$ cat src/rtl/alu_share_if.sv
// alu_share_if: request/response bundle between two ALU requesters, the
// response consumer and alu_share_arbiter.
//   req0_* / req1_* : valid/ready request channels carrying ALU_Control and operands
//   rsp_*           : valid/ready response channel (issuing port id, result, zero, err)
// modport slave  : arbiter side
// modport master : requester / consumer side
interface alu_share_if #(
  parameter int WIDTH = 32
);
  logic             req0_valid;
  logic             req0_ready;
  logic [3:0]       req0_ctrl;
  logic [WIDTH-1:0] req0_a;
  logic [WIDTH-1:0] req0_b;

  logic             req1_valid;
  logic             req1_ready;
  logic [3:0]       req1_ctrl;
  logic [WIDTH-1:0] req1_a;
  logic [WIDTH-1:0] req1_b;

  logic             rsp_valid;
  logic             rsp_ready;
  logic             rsp_id;
  logic [WIDTH-1:0] rsp_result;
  logic             rsp_zero;
  logic             rsp_err;

  modport slave (
    input  req0_valid, req0_ctrl, req0_a, req0_b,
    input  req1_valid, req1_ctrl, req1_a, req1_b,
    input  rsp_ready,
    output req0_ready, req1_ready,
    output rsp_valid, rsp_id, rsp_result, rsp_zero, rsp_err
  );

  modport master (
    output req0_valid, req0_ctrl, req0_a, req0_b,
    output req1_valid, req1_ctrl, req1_a, req1_b,
    output rsp_ready,
    input  req0_ready, req1_ready,
    input  rsp_valid, rsp_id, rsp_result, rsp_zero, rsp_err
  );
endinterface

$ cat src/rtl/alu_share_arbiter.sv
// alu_share_arbiter: shares one combinational ALU between port 0 (execute
// datapath) and port 1 (branch-compare / address unit). One operation is in
// flight at a time: IDLE (arbitrate, accept) -> EXEC (ALU evaluates the
// registered operands) -> RESP (result held until the consumer takes it).
// Ports:
//   clk, rst                 : clock, synchronous active-high reset
//   bus (alu_share_if.slave) : req0/req1 request channels, rsp response channel
//   alu_ctrl, alu_a, alu_b   : registered operation driven to the ALU
//   alu_result, alu_zero     : combinational ALU outputs, sampled at end of EXEC
// PRIO_MODE = 0 : round-robin on contention; 1 : port 0 always wins.
module alu_share_arbiter #(
  parameter int WIDTH     = 32,
  parameter bit PRIO_MODE = 1'b0
) (
  input  logic             clk,
  input  logic             rst,
  alu_share_if.slave       bus,
  output logic [3:0]       alu_ctrl,
  output logic [WIDTH-1:0] alu_a,
  output logic [WIDTH-1:0] alu_b,
  input  logic [WIDTH-1:0] alu_result,
  input  logic             alu_zero
);

  typedef enum logic [1:0] {
    IDLE = 2'd0,
    EXEC = 2'd1,
    RESP = 2'd2
  } state_t;

  state_t           state_q, state_d;
  logic [3:0]       alu_ctrl_q, alu_ctrl_d;
  logic [WIDTH-1:0] alu_a_q, alu_a_d;
  logic [WIDTH-1:0] alu_b_q, alu_b_d;
  logic             id_q, id_d;
  logic             last_grant_q, last_grant_d;
  logic             rsp_valid_q, rsp_valid_d;
  logic             rsp_id_q, rsp_id_d;
  logic [WIDTH-1:0] rsp_result_q, rsp_result_d;
  logic             rsp_zero_q, rsp_zero_d;
  logic             rsp_err_q, rsp_err_d;

  logic grant1;
  logic accept;

  function automatic logic op_supported(input logic [3:0] code);
    case (code)
      4'b0000, 4'b0001, 4'b0010, 4'b0110, 4'b0111, 4'b1100: op_supported = 1'b1;
      default:                                              op_supported = 1'b0;
    endcase
  endfunction

  // Port 1 wins when it is the only requester, or on contention in
  // round-robin mode when port 0 had the previous grant.
  always_comb begin
    grant1 = bus.req1_valid &
             (~bus.req0_valid | ((PRIO_MODE == 1'b0) & ~last_grant_q));
    accept = (state_q == IDLE) & (bus.req0_valid | bus.req1_valid) & ~rst;
  end

  assign bus.req0_ready = accept & ~grant1;
  assign bus.req1_ready = accept & grant1;

  always_comb begin
    state_d      = state_q;
    alu_ctrl_d   = alu_ctrl_q;
    alu_a_d      = alu_a_q;
    alu_b_d      = alu_b_q;
    id_d         = id_q;
    last_grant_d = last_grant_q;
    rsp_valid_d  = rsp_valid_q;
    rsp_id_d     = rsp_id_q;
    rsp_result_d = rsp_result_q;
    rsp_zero_d   = rsp_zero_q;
    rsp_err_d    = rsp_err_q;

    case (state_q)
      IDLE: begin
        if (accept) begin
          alu_ctrl_d   = grant1 ? bus.req1_ctrl : bus.req0_ctrl;
          alu_a_d      = grant1 ? bus.req1_a    : bus.req0_a;
          alu_b_d      = grant1 ? bus.req1_b    : bus.req0_b;
          id_d         = grant1;
          last_grant_d = grant1;
          state_d      = EXEC;
        end
      end
      EXEC: begin
        // Unsupported codes still take the EXEC slot but the ALU outputs are ignored.
        if (op_supported(alu_ctrl_q)) begin
          rsp_result_d = alu_result;
          rsp_zero_d   = alu_zero;
          rsp_err_d    = 1'b0;
        end else begin
          rsp_result_d = '0;
          rsp_zero_d   = 1'b0;
          rsp_err_d    = 1'b1;
        end
        rsp_id_d    = id_q;
        rsp_valid_d = 1'b1;
        state_d     = RESP;
      end
      RESP: begin
        if (bus.rsp_ready) begin
          rsp_valid_d = 1'b0;
          state_d     = IDLE;
        end
      end
      default: state_d = IDLE;
    endcase
  end

  always_ff @(posedge clk) begin
    if (rst) begin
      state_q      <= IDLE;
      alu_ctrl_q   <= '0;
      alu_a_q      <= '0;
      alu_b_q      <= '0;
      id_q         <= 1'b0;
      last_grant_q <= 1'b1;
      rsp_valid_q  <= 1'b0;
      rsp_id_q     <= 1'b0;
      rsp_result_q <= '0;
      rsp_zero_q   <= 1'b0;
      rsp_err_q    <= 1'b0;
    end else begin
      state_q      <= state_d;
      alu_ctrl_q   <= alu_ctrl_d;
      alu_a_q      <= alu_a_d;
      alu_b_q      <= alu_b_d;
      id_q         <= id_d;
      last_grant_q <= last_grant_d;
      rsp_valid_q  <= rsp_valid_d;
      rsp_id_q     <= rsp_id_d;
      rsp_result_q <= rsp_result_d;
      rsp_zero_q   <= rsp_zero_d;
      rsp_err_q    <= rsp_err_d;
    end
  end

  assign alu_ctrl       = alu_ctrl_q;
  assign alu_a          = alu_a_q;
  assign alu_b          = alu_b_q;
  assign bus.rsp_valid  = rsp_valid_q;
  assign bus.rsp_id     = rsp_id_q;
  assign bus.rsp_result = rsp_result_q;
  assign bus.rsp_zero   = rsp_zero_q;
  assign bus.rsp_err    = rsp_err_q;

endmodule
$ cat src/flat_wrapper.sv
// flat-port wrapper written by rule: the top's interface ports become plain ports
module alu_share_arbiter_flat 
#(
  parameter int WIDTH     = 32,
  parameter bit PRIO_MODE = 1'b0
)
  (clk, rst, alu_ctrl, alu_a, alu_b, alu_result, alu_zero, bus_req0_valid, bus_req0_ctrl, bus_req0_a, bus_req0_b, bus_req1_valid, bus_req1_ctrl, bus_req1_a, bus_req1_b, bus_rsp_ready, bus_req0_ready, bus_req1_ready, bus_rsp_valid, bus_rsp_id, bus_rsp_result, bus_rsp_zero, bus_rsp_err);
  alu_share_if #(.WIDTH(WIDTH)) bus_i ();
  input  logic clk;
  input  logic rst;
  output logic [3:0] alu_ctrl;
  output logic [WIDTH-1:0] alu_a;
  output logic [WIDTH-1:0] alu_b;
  input  logic [WIDTH-1:0] alu_result;
  input  logic alu_zero;
  input wire logic [$bits(bus_i.req0_valid)-1:0] bus_req0_valid;
  input wire logic [$bits(bus_i.req0_ctrl)-1:0] bus_req0_ctrl;
  input wire logic [$bits(bus_i.req0_a)-1:0] bus_req0_a;
  input wire logic [$bits(bus_i.req0_b)-1:0] bus_req0_b;
  input wire logic [$bits(bus_i.req1_valid)-1:0] bus_req1_valid;
  input wire logic [$bits(bus_i.req1_ctrl)-1:0] bus_req1_ctrl;
  input wire logic [$bits(bus_i.req1_a)-1:0] bus_req1_a;
  input wire logic [$bits(bus_i.req1_b)-1:0] bus_req1_b;
  input wire logic [$bits(bus_i.rsp_ready)-1:0] bus_rsp_ready;
  output wire logic [$bits(bus_i.req0_ready)-1:0] bus_req0_ready;
  output wire logic [$bits(bus_i.req1_ready)-1:0] bus_req1_ready;
  output wire logic [$bits(bus_i.rsp_valid)-1:0] bus_rsp_valid;
  output wire logic [$bits(bus_i.rsp_id)-1:0] bus_rsp_id;
  output wire logic [$bits(bus_i.rsp_result)-1:0] bus_rsp_result;
  output wire logic [$bits(bus_i.rsp_zero)-1:0] bus_rsp_zero;
  output wire logic [$bits(bus_i.rsp_err)-1:0] bus_rsp_err;
  assign bus_i.req0_valid = bus_req0_valid;
  assign bus_i.req0_ctrl = bus_req0_ctrl;
  assign bus_i.req0_a = bus_req0_a;
  assign bus_i.req0_b = bus_req0_b;
  assign bus_i.req1_valid = bus_req1_valid;
  assign bus_i.req1_ctrl = bus_req1_ctrl;
  assign bus_i.req1_a = bus_req1_a;
  assign bus_i.req1_b = bus_req1_b;
  assign bus_i.rsp_ready = bus_rsp_ready;
  assign bus_req0_ready = bus_i.req0_ready;
  assign bus_req1_ready = bus_i.req1_ready;
  assign bus_rsp_valid = bus_i.rsp_valid;
  assign bus_rsp_id = bus_i.rsp_id;
  assign bus_rsp_result = bus_i.rsp_result;
  assign bus_rsp_zero = bus_i.rsp_zero;
  assign bus_rsp_err = bus_i.rsp_err;
  alu_share_arbiter #(.WIDTH(WIDTH), .PRIO_MODE(PRIO_MODE)) u_core (.clk(clk), .rst(rst), .bus(bus_i), .alu_ctrl(alu_ctrl), .alu_a(alu_a), .alu_b(alu_b), .alu_result(alu_result), .alu_zero(alu_zero));
endmodule
$ cat config.mk
export PLATFORM = sky130hd
export DESIGN_NAME = alu_share_arbiter_flat
export DESIGN_NICKNAME = d
export VERILOG_FILES = /design/src/rtl/alu_share_if.sv /design/src/rtl/alu_share_arbiter.sv /design/src/flat_wrapper.sv
export SDC_FILE = /design/constraint.sdc
export NUM_CORES = 1
export LEC_CHECK = 0
export ABC_AREA = 1
export CAP_MARGIN = 20
export CORE_MARGIN = 2
export CORE_UTILIZATION = 43
export CTS_BUF_LIST = sky130_fd_sc_hd__clkbuf_8
export DETAILED_ROUTE_END_ITERATION = 7
export PLACE_DENSITY = 0.95
export SLEW_MARGIN = 10
export SYNTH_ARGS = -nofsm -noshare
export SYNTH_HDL_FRONTEND = slang
export SYNTH_SLANG_ARGS = --single-unit
$ cat constraint.sdc
create_clock -name clk -period 2.2 [get_ports clk]
set_input_delay 0.44 -clock clk [delete_from_list [all_inputs] [get_ports clk]]
set_output_delay 0.44 -clock clk [all_outputs]
set_load 0.01 [all_outputs]
==> results of run 1 <==
[cell usage after synthesis, drive strengths merged]
cell type	number
a211oi	1
a21oi	104
a31oi	1
buf	41
clkbuf	12
clkinv	1
dfxtp	108
inv	45
nand2	388
nand3	34
nor2	40
o21ai	2
[cell families (layout without fill, tap and decap cells)]
group,count (synthesis),after routing,share of synthesized area
simple gates,462,462,0.362
flops,108,108,0.438
compound gates,108,108,0.110
buf+inv,99,351,0.0890
[cell type report]
cell class | count | area (um^2) | share of cell area
clock buffer | 9 | 124 | 0.0156
clock inverter | 6 | 81.3 | 0.0102
inverter | 46 | 173 | 0.0217
multi-input combinational | 570 | 2340 | 0.294
sequential | 108 | 2160 | 0.272
tap | 143 | 179 | 0.0225
timing repair buffer | 290 | 2890 | 0.364
[flip-flops by register name, summed over array words and instances, names as in the netlist]
| name | count |
|---|---|
| u_core.alu_ctrl | 4 |
| u_core.bus.rsp_result | 32 |
| u_core.alu_a | 32 |
| u_core.bus.rsp_zero | 1 |
| u_core.bus.rsp_id | 1 |
| u_core.bus.rsp_valid | 1 |
| u_core.last_grant_q | 1 |
| u_core.bus.rsp_err | 1 |
| u_core.id_q | 1 |
| u_core.state_q | 2 |
| u_core.alu_b | 32 |
[critical path: stages]
cell	delay, ps
clkdlybuf4s50_1	490
inv_1	50
nand2_1	50
nand2_1	90
nor2_4	160
nand2_1	90
inv_1	60
clkdlybuf4s15_1	250
[worst max path at each step]
stage,startpoint,end,slack (ps)
after CTS,bus_req0_valid,bus_req0_ready,50
after floorplan,rst,bus_req0_ready,620
after global routing,bus_req0_valid,bus_req1_ready,7
after detailed placement,bus_req0_valid,bus_req0_ready,-220
after global placement,bus_req1_valid,bus_req0_ready,-200
final,bus_req0_valid,bus_req1_ready,80
[routing by layer]
metal / track usage / share of wire / routed length [um] / vias up
met2: 0.443 / 0.49 / 7610 / 217
met5: 0 / 0 / 0 / -
met3: 0.0689 / 0.083 / 1270 / 34
met1: 0.269 / 0.40 / 6100 / 2469
li1: - / - / - / 2877
met4: 0.0938 / 0.028 / 427 / 0
[power groups by stage]
stage,clock network (uW),registers (uW),logic (uW)
2_1_floorplan,0,2260,528
3_3_place_gp,0,2200,1250
3_5_place_dp,0,2210,1270
4_1_cts,1310,2160,1270
5_1_grt,1390,2180,1390
6_report,1280,2160,1270
[through the flow]
stage	area, um^2	TNS (ps)	instances	setup WS (ps)	hold WS [ps]
2_1_floorplan	4930	0	777	615	433
3_3_place_gp	7740	-364	1156	-202	447
3_5_place_dp	7740	-519	1156	-216	454
4_1_cts	7940	0	1171	50.8	468
5_1_grt	7950	0	1172	7.37	488
6_report	7950	0	1172	80.6	468
[what timing repair did]
action | 4_1_cts | 5_1_grt
endpoints found under the hold margin | 0 | 0
buffers inserted | 0 | 1
gates cloned | 0 | 0
endpoints found under the setup margin | 2 | 2
hold buffers | 0 | 0
resized for setup | 2 | 3
pin swaps | 0 | 1
==> qor.csv, run 1 <==
metric;value;unit
Hold Crit Depth;2;
GP Congestion;0.822;
total track usage;0.244;
Worst Min Path Start;u_core.alu_a[21]$_SDFFE_PP0P_;
Initial Utilization;0.436;
status;complete, no violations;
maximum buffer depth of the clock tree;2;
syn avg cell area;6.35;um^2
Post-DRT Antenna Nets;0;
Num CTS Buffers;9;
Setup Skew;9.43;ps
post-synth top area share;0.438;
largest net degree at the start of global routing;107;
die height;111;um
fin nets;1199;
period utilisation layout;0.963;
clk_lat worst skew;360;ps
CP Data Arrival Time;1680;ps
Comb power frac;0.269;
Vias/cell;4.78;
antenna cells;0;
top-level I/O count;280;
most frequent cells in the layout;385 x nand2_1, 276 x clkdlybuf4s50_1, 108 x dfxtp_1, 104 x a21oi_1, 44 x inv_1;
Min-Delay Endpoint;u_core.alu_a[21]$_SDFFE_PP0P_;
Crit. End Element;primary output;
first-pass GRT wire length;24900;um
Pwr Density;593;mW/mm^2
die area;0.0123;mm^2
Syn Inst Count;777;
antenna violations before repair;0;
1st-pass router iterations;4;
routed vias;5597;
LEAKAGE;0.00337;uW
port bufs;279;
drt initial violations;366;
Pins Over Slew Limit;0;
VDD IR max;442;uV
synthesized area;0.00493;mm^2
Clock power frac;0.272;
CTS sink cnt;108;
startpoint types;primary input;
Max Cap Viol;0;
WS Path Type;in -> out;
core box area;0.0113;mm^2
part of the Yosys area used for sequential elements;0.438;
CTS tree;built;
fin util;0.702;
cell taking the most area after synthesis;dfxtp_1;
DRC violation count after routing;0;
warnings from Yosys;0;
number of global-route vias before repair;5360;
worst-margin pin slew;962;ps
# setup viols final;0;
std cell rows;39;
unrepaired setup endpoints after global routing;false;
net switching power figure;1320;uW
Synth-to-Final Area Change;61.1;%
CTS clk-pin slew, worst paths;90;ps
reg2reg path depth;7;
reg2reg start;u_core.alu_ctrl[1]$_SDFFE_PP0P_;
min cycle time layout;2120;ps
post-synth net total;951;
most common cell after layout, fill and taps aside;nand2_1;
total grt overflow;0;
Detailed Place HPWL;11000;um
FF-to-FF setup slack;270;ps
Req. time, crit path;1760;ps
FMAX;472;MHz
R2R Path End;u_core.bus.rsp_result[4]$_SDFFE_PP0P_;
# fillers;878;
final wirelength;15400;um
CTS root buf;clkbuf_8;
Relative slew margins;0.355;
sequential share of power;0.459;
die width;111;um
Net Sw Frac;0.279;
wire per inst;13.1;um
Int Pwr;3400;uW
Synth area leaders;dfxtp_1 44%, nand2_1 29%, a21oi_1 11%;
total power;4710;uW
share of cells above drive strength 1;0.0321;
Cell variety after synth;18;
H-tree depth;3;
synthesis-stage register bit count;108;
CP Max Fanout;4;
Hold Path Class;reg -> reg;
Final Hold Viols;0;
(Power assumes the default switching activity.)
==> run 2: changes to the inputs <==
- clock period: 2.2 -> 2.7 ns (I/O delays scaled with it)
==> run 2 against run 1 <==
Effect of this change:
- cell count is 0.17% higher
- first-iteration DRC count increased by 16%
- utilization decreased by 0.24 points
- flip-flop and latch count did not move
- die area stayed put
- total power fell by 20%
- non-clock buffer count did not move
- worst setup slack better by 54 ps
- register-to-register slack better by 490 ps
==> qor.csv, run 2 (synthesized netlist as in run 1, its figures left out) <==
metric;value;unit
status;complete, no violations;
1st-pass router iterations;4;
most used cell, CP;nand2_1;
area of the multi-input gates;0.00234;mm^2
maximum buffer depth of the clock tree;2;
top-level I/O count;280;
worst-margin pin slew;947;ps
port bufs;279;
Num CTS Buffers;9;
core box area;0.0113;mm^2
VDD IR max;323;uV
final wirelength;15700;um
std cell rows;39;
CP peak stage delay;540;ps
LEAKAGE;0.00335;uW
Pins Over Slew Limit;0;
# setup viols final;0;
# fillers;906;
Final Hold Viols;0;
routed vias;5709;
clk_lat worst skew;350;ps
final setup margin;134;ps
Relative slew margins;0.365;
H-tree depth;3;
GP Congestion;0.824;
drt initial violations;425;
CTS tree;built;
slowest CP cell;clkdlybuf4s50_1;
delay-heaviest family, CP;buffers and inverters;
WS Path Type;in -> out;
CP Cell Sequence;clkdlybuf4s50_1 -> inv_1 -> nand2_1 -> nand2_1 -> nor2_4 -> nand2_1 -> inv_1 -> clkdlybuf4s50_1;
min cycle time layout;2570;ps
Pwr Density;475;mW/mm^2
total track usage;0.250;
number of buffers and inverters on the critical path;4;
Hold Path Class;reg -> reg;
DRC violation count after routing;0;
Req. time, crit path;2160;ps
first-pass GRT wire length;25600;um
total grt overflow;0;
Detailed Place HPWL;11400;um
Setup WS pre-CTS;91.0;ps
CP Data Arrival Time;2030;ps
period utilisation layout;0.950;
Synth-to-Final Area Change;60.6;%
CTS sink cnt;108;
fin nets;1199;
most common cell after layout, fill and taps aside;nand2_1;
# Post-CTS Setup Buffers;0;
CP Max Fanout;4;
die width;111;um
Initial Utilization;0.436;
CTS clk-pin slew, worst paths;100;ps
share of cells above drive strength 1;0.0320;
Post-Place Cells;1157;
DP Area;0.00772;mm^2
Register Area;0.00216;mm^2
CTS root buf;clkbuf_8;
most frequent cells in the layout;385 x nand2_1, 277 x clkdlybuf4s50_1, 108 x dfxtp_1, 104 x a21oi_1, 44 x inv_1;
FMAX;390;MHz
setup TNS;0;ps
antenna violations before repair;1;
Crit. End Element;primary output;
largest net degree at the start of global routing;70;
fin cells;1174;
fin util;0.700;
final instance area;0.00792;mm^2
number of global-route vias before repair;5429;
die area;0.0123;mm^2
startpoint types;primary input;
wire per inst;13.4;um
Vias/cell;4.86;
die height;111;um
Max Cap Viol;0;
Post-DRT Antenna Nets;0;
unrepaired setup endpoints after global routing;false;
Setup Skew;7.25;ps
## run 2: worst paths after layout
| path | from | to | slack [ps] | cells past startpoint |
|---|---|---|---|---|
| worst max-delay path | bus_req1_valid | bus_req1_ready | 130 | 8 |
| worst min register to register | u_core.alu_b[6]$_SDFFE_PP0P_ | u_core.alu_b[6]$_SDFFE_PP0P_ | 470 | 2 |
| worst min-delay path | u_core.alu_b[6]$_SDFFE_PP0P_ | u_core.alu_b[6]$_SDFFE_PP0P_ | 470 | 2 |
| worst max register to register | u_core.alu_ctrl[1]$_SDFFE_PP0P_ | u_core.bus.rsp_result[24]$_SDFFE_PP0P_ | 760 | 7 |
## run 2: stage by stage
stage                     power [uW]  hold WS (ps)
after floorplan                 2270           433
after global placement          2810           448
after detailed placement        2830           452
after CTS                       3800           468
after global routing            3970           482
final                           3760           467
## run 2: metal layers
metal | global-route usage | share of wire | up-vias
li1 | - | - | 2884
met1 | 0.283 | 0.40 | 2574
met2 | 0.434 | 0.49 | 215
met3 | 0.0711 | 0.078 | 36
met4 | 0.119 | 0.032 | 0
met5 | 0 | 0 | -
## run 2: final cells by class
class,instances,area share
Antenna cell,1,0.000316
Clock buffer,9,0.0156
Inverter,46,0.0218
Multi-Input combinational cell,570,0.295
Tap cell,143,0.0226
Clock inverter,7,0.00869
Timing Repair Buffer,290,0.363
Sequential cell,108,0.273
## run 2: tightest hold or removal path, cell delays in order (launching register included)
cell and delay, ps:
dfxtp_1 320, nand2_1 60, a21oi_1 50
## run 2: where the power goes
part | internal (uW) | total [uW] | switching (uW)
clock network | 425 | 974 | 550
registers | 1700 | 1760 | 58.2
logic | 546 | 1030 | 482
## run 2: timing repair
item                                    in CTS  in global routing
hold buffers                                 0                  0
gates resized for setup                      0                  1
endpoints found under the setup margin       0                  1
==> run 3: changes to the inputs <==
- CORE_MARGIN: 2 -> default
- CTS_CLUSTER_DIAMETER: default -> 30
==> run 3 against run 2 <==
Effect of this change:
- critical endpoint unchanged
- first-iteration DRC count shrank 24%
- worst setup slack lost 20 ps
- total power grew 3.7%
- non-clock buffer count is the same
- sequential share of layout area shrank 0.11 points
- die area shrank 3.6%
- clock skew grew 7.1 ps
- wire length shrank 1.5%
- worst hold slack gained 0.93 ps
==> qor.csv, run 3 (synthesized netlist as in run 1, its figures left out) <==
metric;value;unit
port bufs;279;
FF-to-FF setup slack;740;ps
Post-DRT Antenna Nets;0;
share of cells above drive strength 1;0.0340;
CTS Hold Buffers Added;0;
FMAX;387;MHz
Crit. End Element;primary output;
DRC violation count after routing;0;
WS Path Type;in -> out;
reg2reg start;u_core.alu_ctrl[1]$_SDFFE_PP0P_;
die area;0.0119;mm^2
status;complete, no violations;
CTS clk-pin slew, worst paths;100;ps
Vias/cell;4.80;
fin nets;1199;
routed vias;5611;
startpoint types;primary input;
Max Cap Viol;0;
period utilisation layout;0.958;
unrepaired setup endpoints after global routing;false;
GP Congestion;0.777;
Relative slew margins;0.368;
Pwr Density;491;mW/mm^2
CTS sink cnt;108;
most common cell after layout, fill and taps aside;nand2_1;
core box area;0.0110;mm^2
CP peak stage delay;540;ps
number of global-route vias before repair;5053;
Initial Utilization;0.447;
slowest CP cell;clkdlybuf4s50_1;
antenna cells;0;
CP Max Fanout;5;
Synth-to-Final Area Change;61.2;%
Final Hold Viols;0;
CTS root buf;clkbuf_8;
drt initial violations;324;
Setup Skew;14.3;ps
R2R Path End;u_core.bus.rsp_result[0]$_SDFFE_PP0P_;
final instance area;0.00795;mm^2
setup TNS;0;ps
CP Cell Sequence;clkdlybuf4s50_1 -> inv_1 -> nand2_1 -> nand2_1 -> nor2_4 -> nand2_1 -> inv_1 -> clkdlybuf4s50_1;
Min-Delay Endpoint;u_core.alu_b[27]$_SDFFE_PP0P_;
final wirelength;15500;um
# setup viols final;0;
first-pass GRT wire length;23800;um
wire per inst;13.2;um
die width;109;um
largest net degree at the start of global routing;70;
top-level I/O count;280;
CP Data Arrival Time;2050;ps
clk_lat worst skew;360;ps
DP Area;0.00772;mm^2
reg2reg path depth;7;
min cycle time layout;2590;ps
most frequent cells in the layout;385 x nand2_1, 277 x clkdlybuf4s50_1, 108 x dfxtp_1, 104 x a21oi_1, 43 x inv_1;
maximum buffer depth of the clock tree;2;
Worst Min Path Start;u_core.alu_b[27]$_SDFFE_PP0P_;
Critical Path Start;bus_req1_valid;
LEAKAGE;0.00338;uW
Detailed Place HPWL;11100;um
die height;109;um
Req. time, crit path;2160;ps
worst-margin pin slew;943;ps
std cell rows;38;
VDD IR max;356;uV
Hold Crit Depth;2;
CTS tree;built;
# Post-CTS Setup Buffers;0;
H-tree depth;3;
Hold Path Class;reg -> reg;
1st-pass router iterations;5;
Pins Over Slew Limit;0;
antenna violations before repair;0;
most used cell, CP;nand2_1;
total grt overflow;0;
total track usage;0.256;
Num CTS Buffers;9;
## run 3: changes by cell type in the layout (fill, tap and decap cells not counted)
cell        delta
clkinv_4       +1
nor2_1         -1
nor2_2         +1
inv_6          +2
diode_2        -1
inv_1          -1
clkinv_2       -1
clkinvlp_4     -3
bufinv_16      +1
inv_8          +1
## run 3: critical path, delay by kind of cell
kind | cells | cell delay, ps
buf+inv | 4 | 1140
simple gates | 4 | 370
## run 3: metrics by stage
step                      hold WS (ps)  setup slack (ps)  total power (uW)  instances  utilization
after floorplan                    433               915              2270        777            -
after global placement             450             -66.0              2800       1154        0.700
after detailed placement           447             -55.9              2820       1154        0.700
after CTS                          470              10.4              3940       1170        0.721
after global routing               487              17.2              4120       1170        0.721
final                              468               114              3900       1170        0.721
## run 3: how the worst max path moves through the flow
stage,slack [ps],endpoint,depth (start not counted)
floorplan,920,bus_req0_ready,5
global placement,-70,bus_req0_ready,8
detailed placement,-60,bus_req0_ready,8
CTS,10,bus_req0_ready,8
global route,20,bus_req1_ready,8
finish,110,bus_req1_ready,8
## run 3: what timing repair did
item,4_1_cts,5_1_grt
resized for setup,1,1
cloned,0,0
endpoints found under the setup margin,1,1
## run 3: final cells by class
cell class	count	area, um^2
Clock buffer	9	124
Clock inverter	7	105
Fill cell	874	3080
Inverter	46	173
Multi-Input combinational cell	570	2340
Sequential cell	108	2160
Tap cell	140	175
Timing Repair Buffer	290	2880
## run 3: metal layers
metal | up-vias | global-route usage | share of wire
met3 | 33 | 0.0735 | 0.088
met4 | 0 | 0.0985 | 0.027
met1 | 2457 | 0.284 | 0.38
met5 | - | 0 | 0
met2 | 228 | 0.456 | 0.50
li1 | 2893 | - | -
## run 3: where the power goes
part / total (uW) / switching, uW / leakage (uW) / internal [uW]
clock network: 1120 / 578 / 0.000112 / 538
registers: 1760 / 57.7 / 0.000882 / 1700
logic: 1030 / 480 / 0.00238 / 546
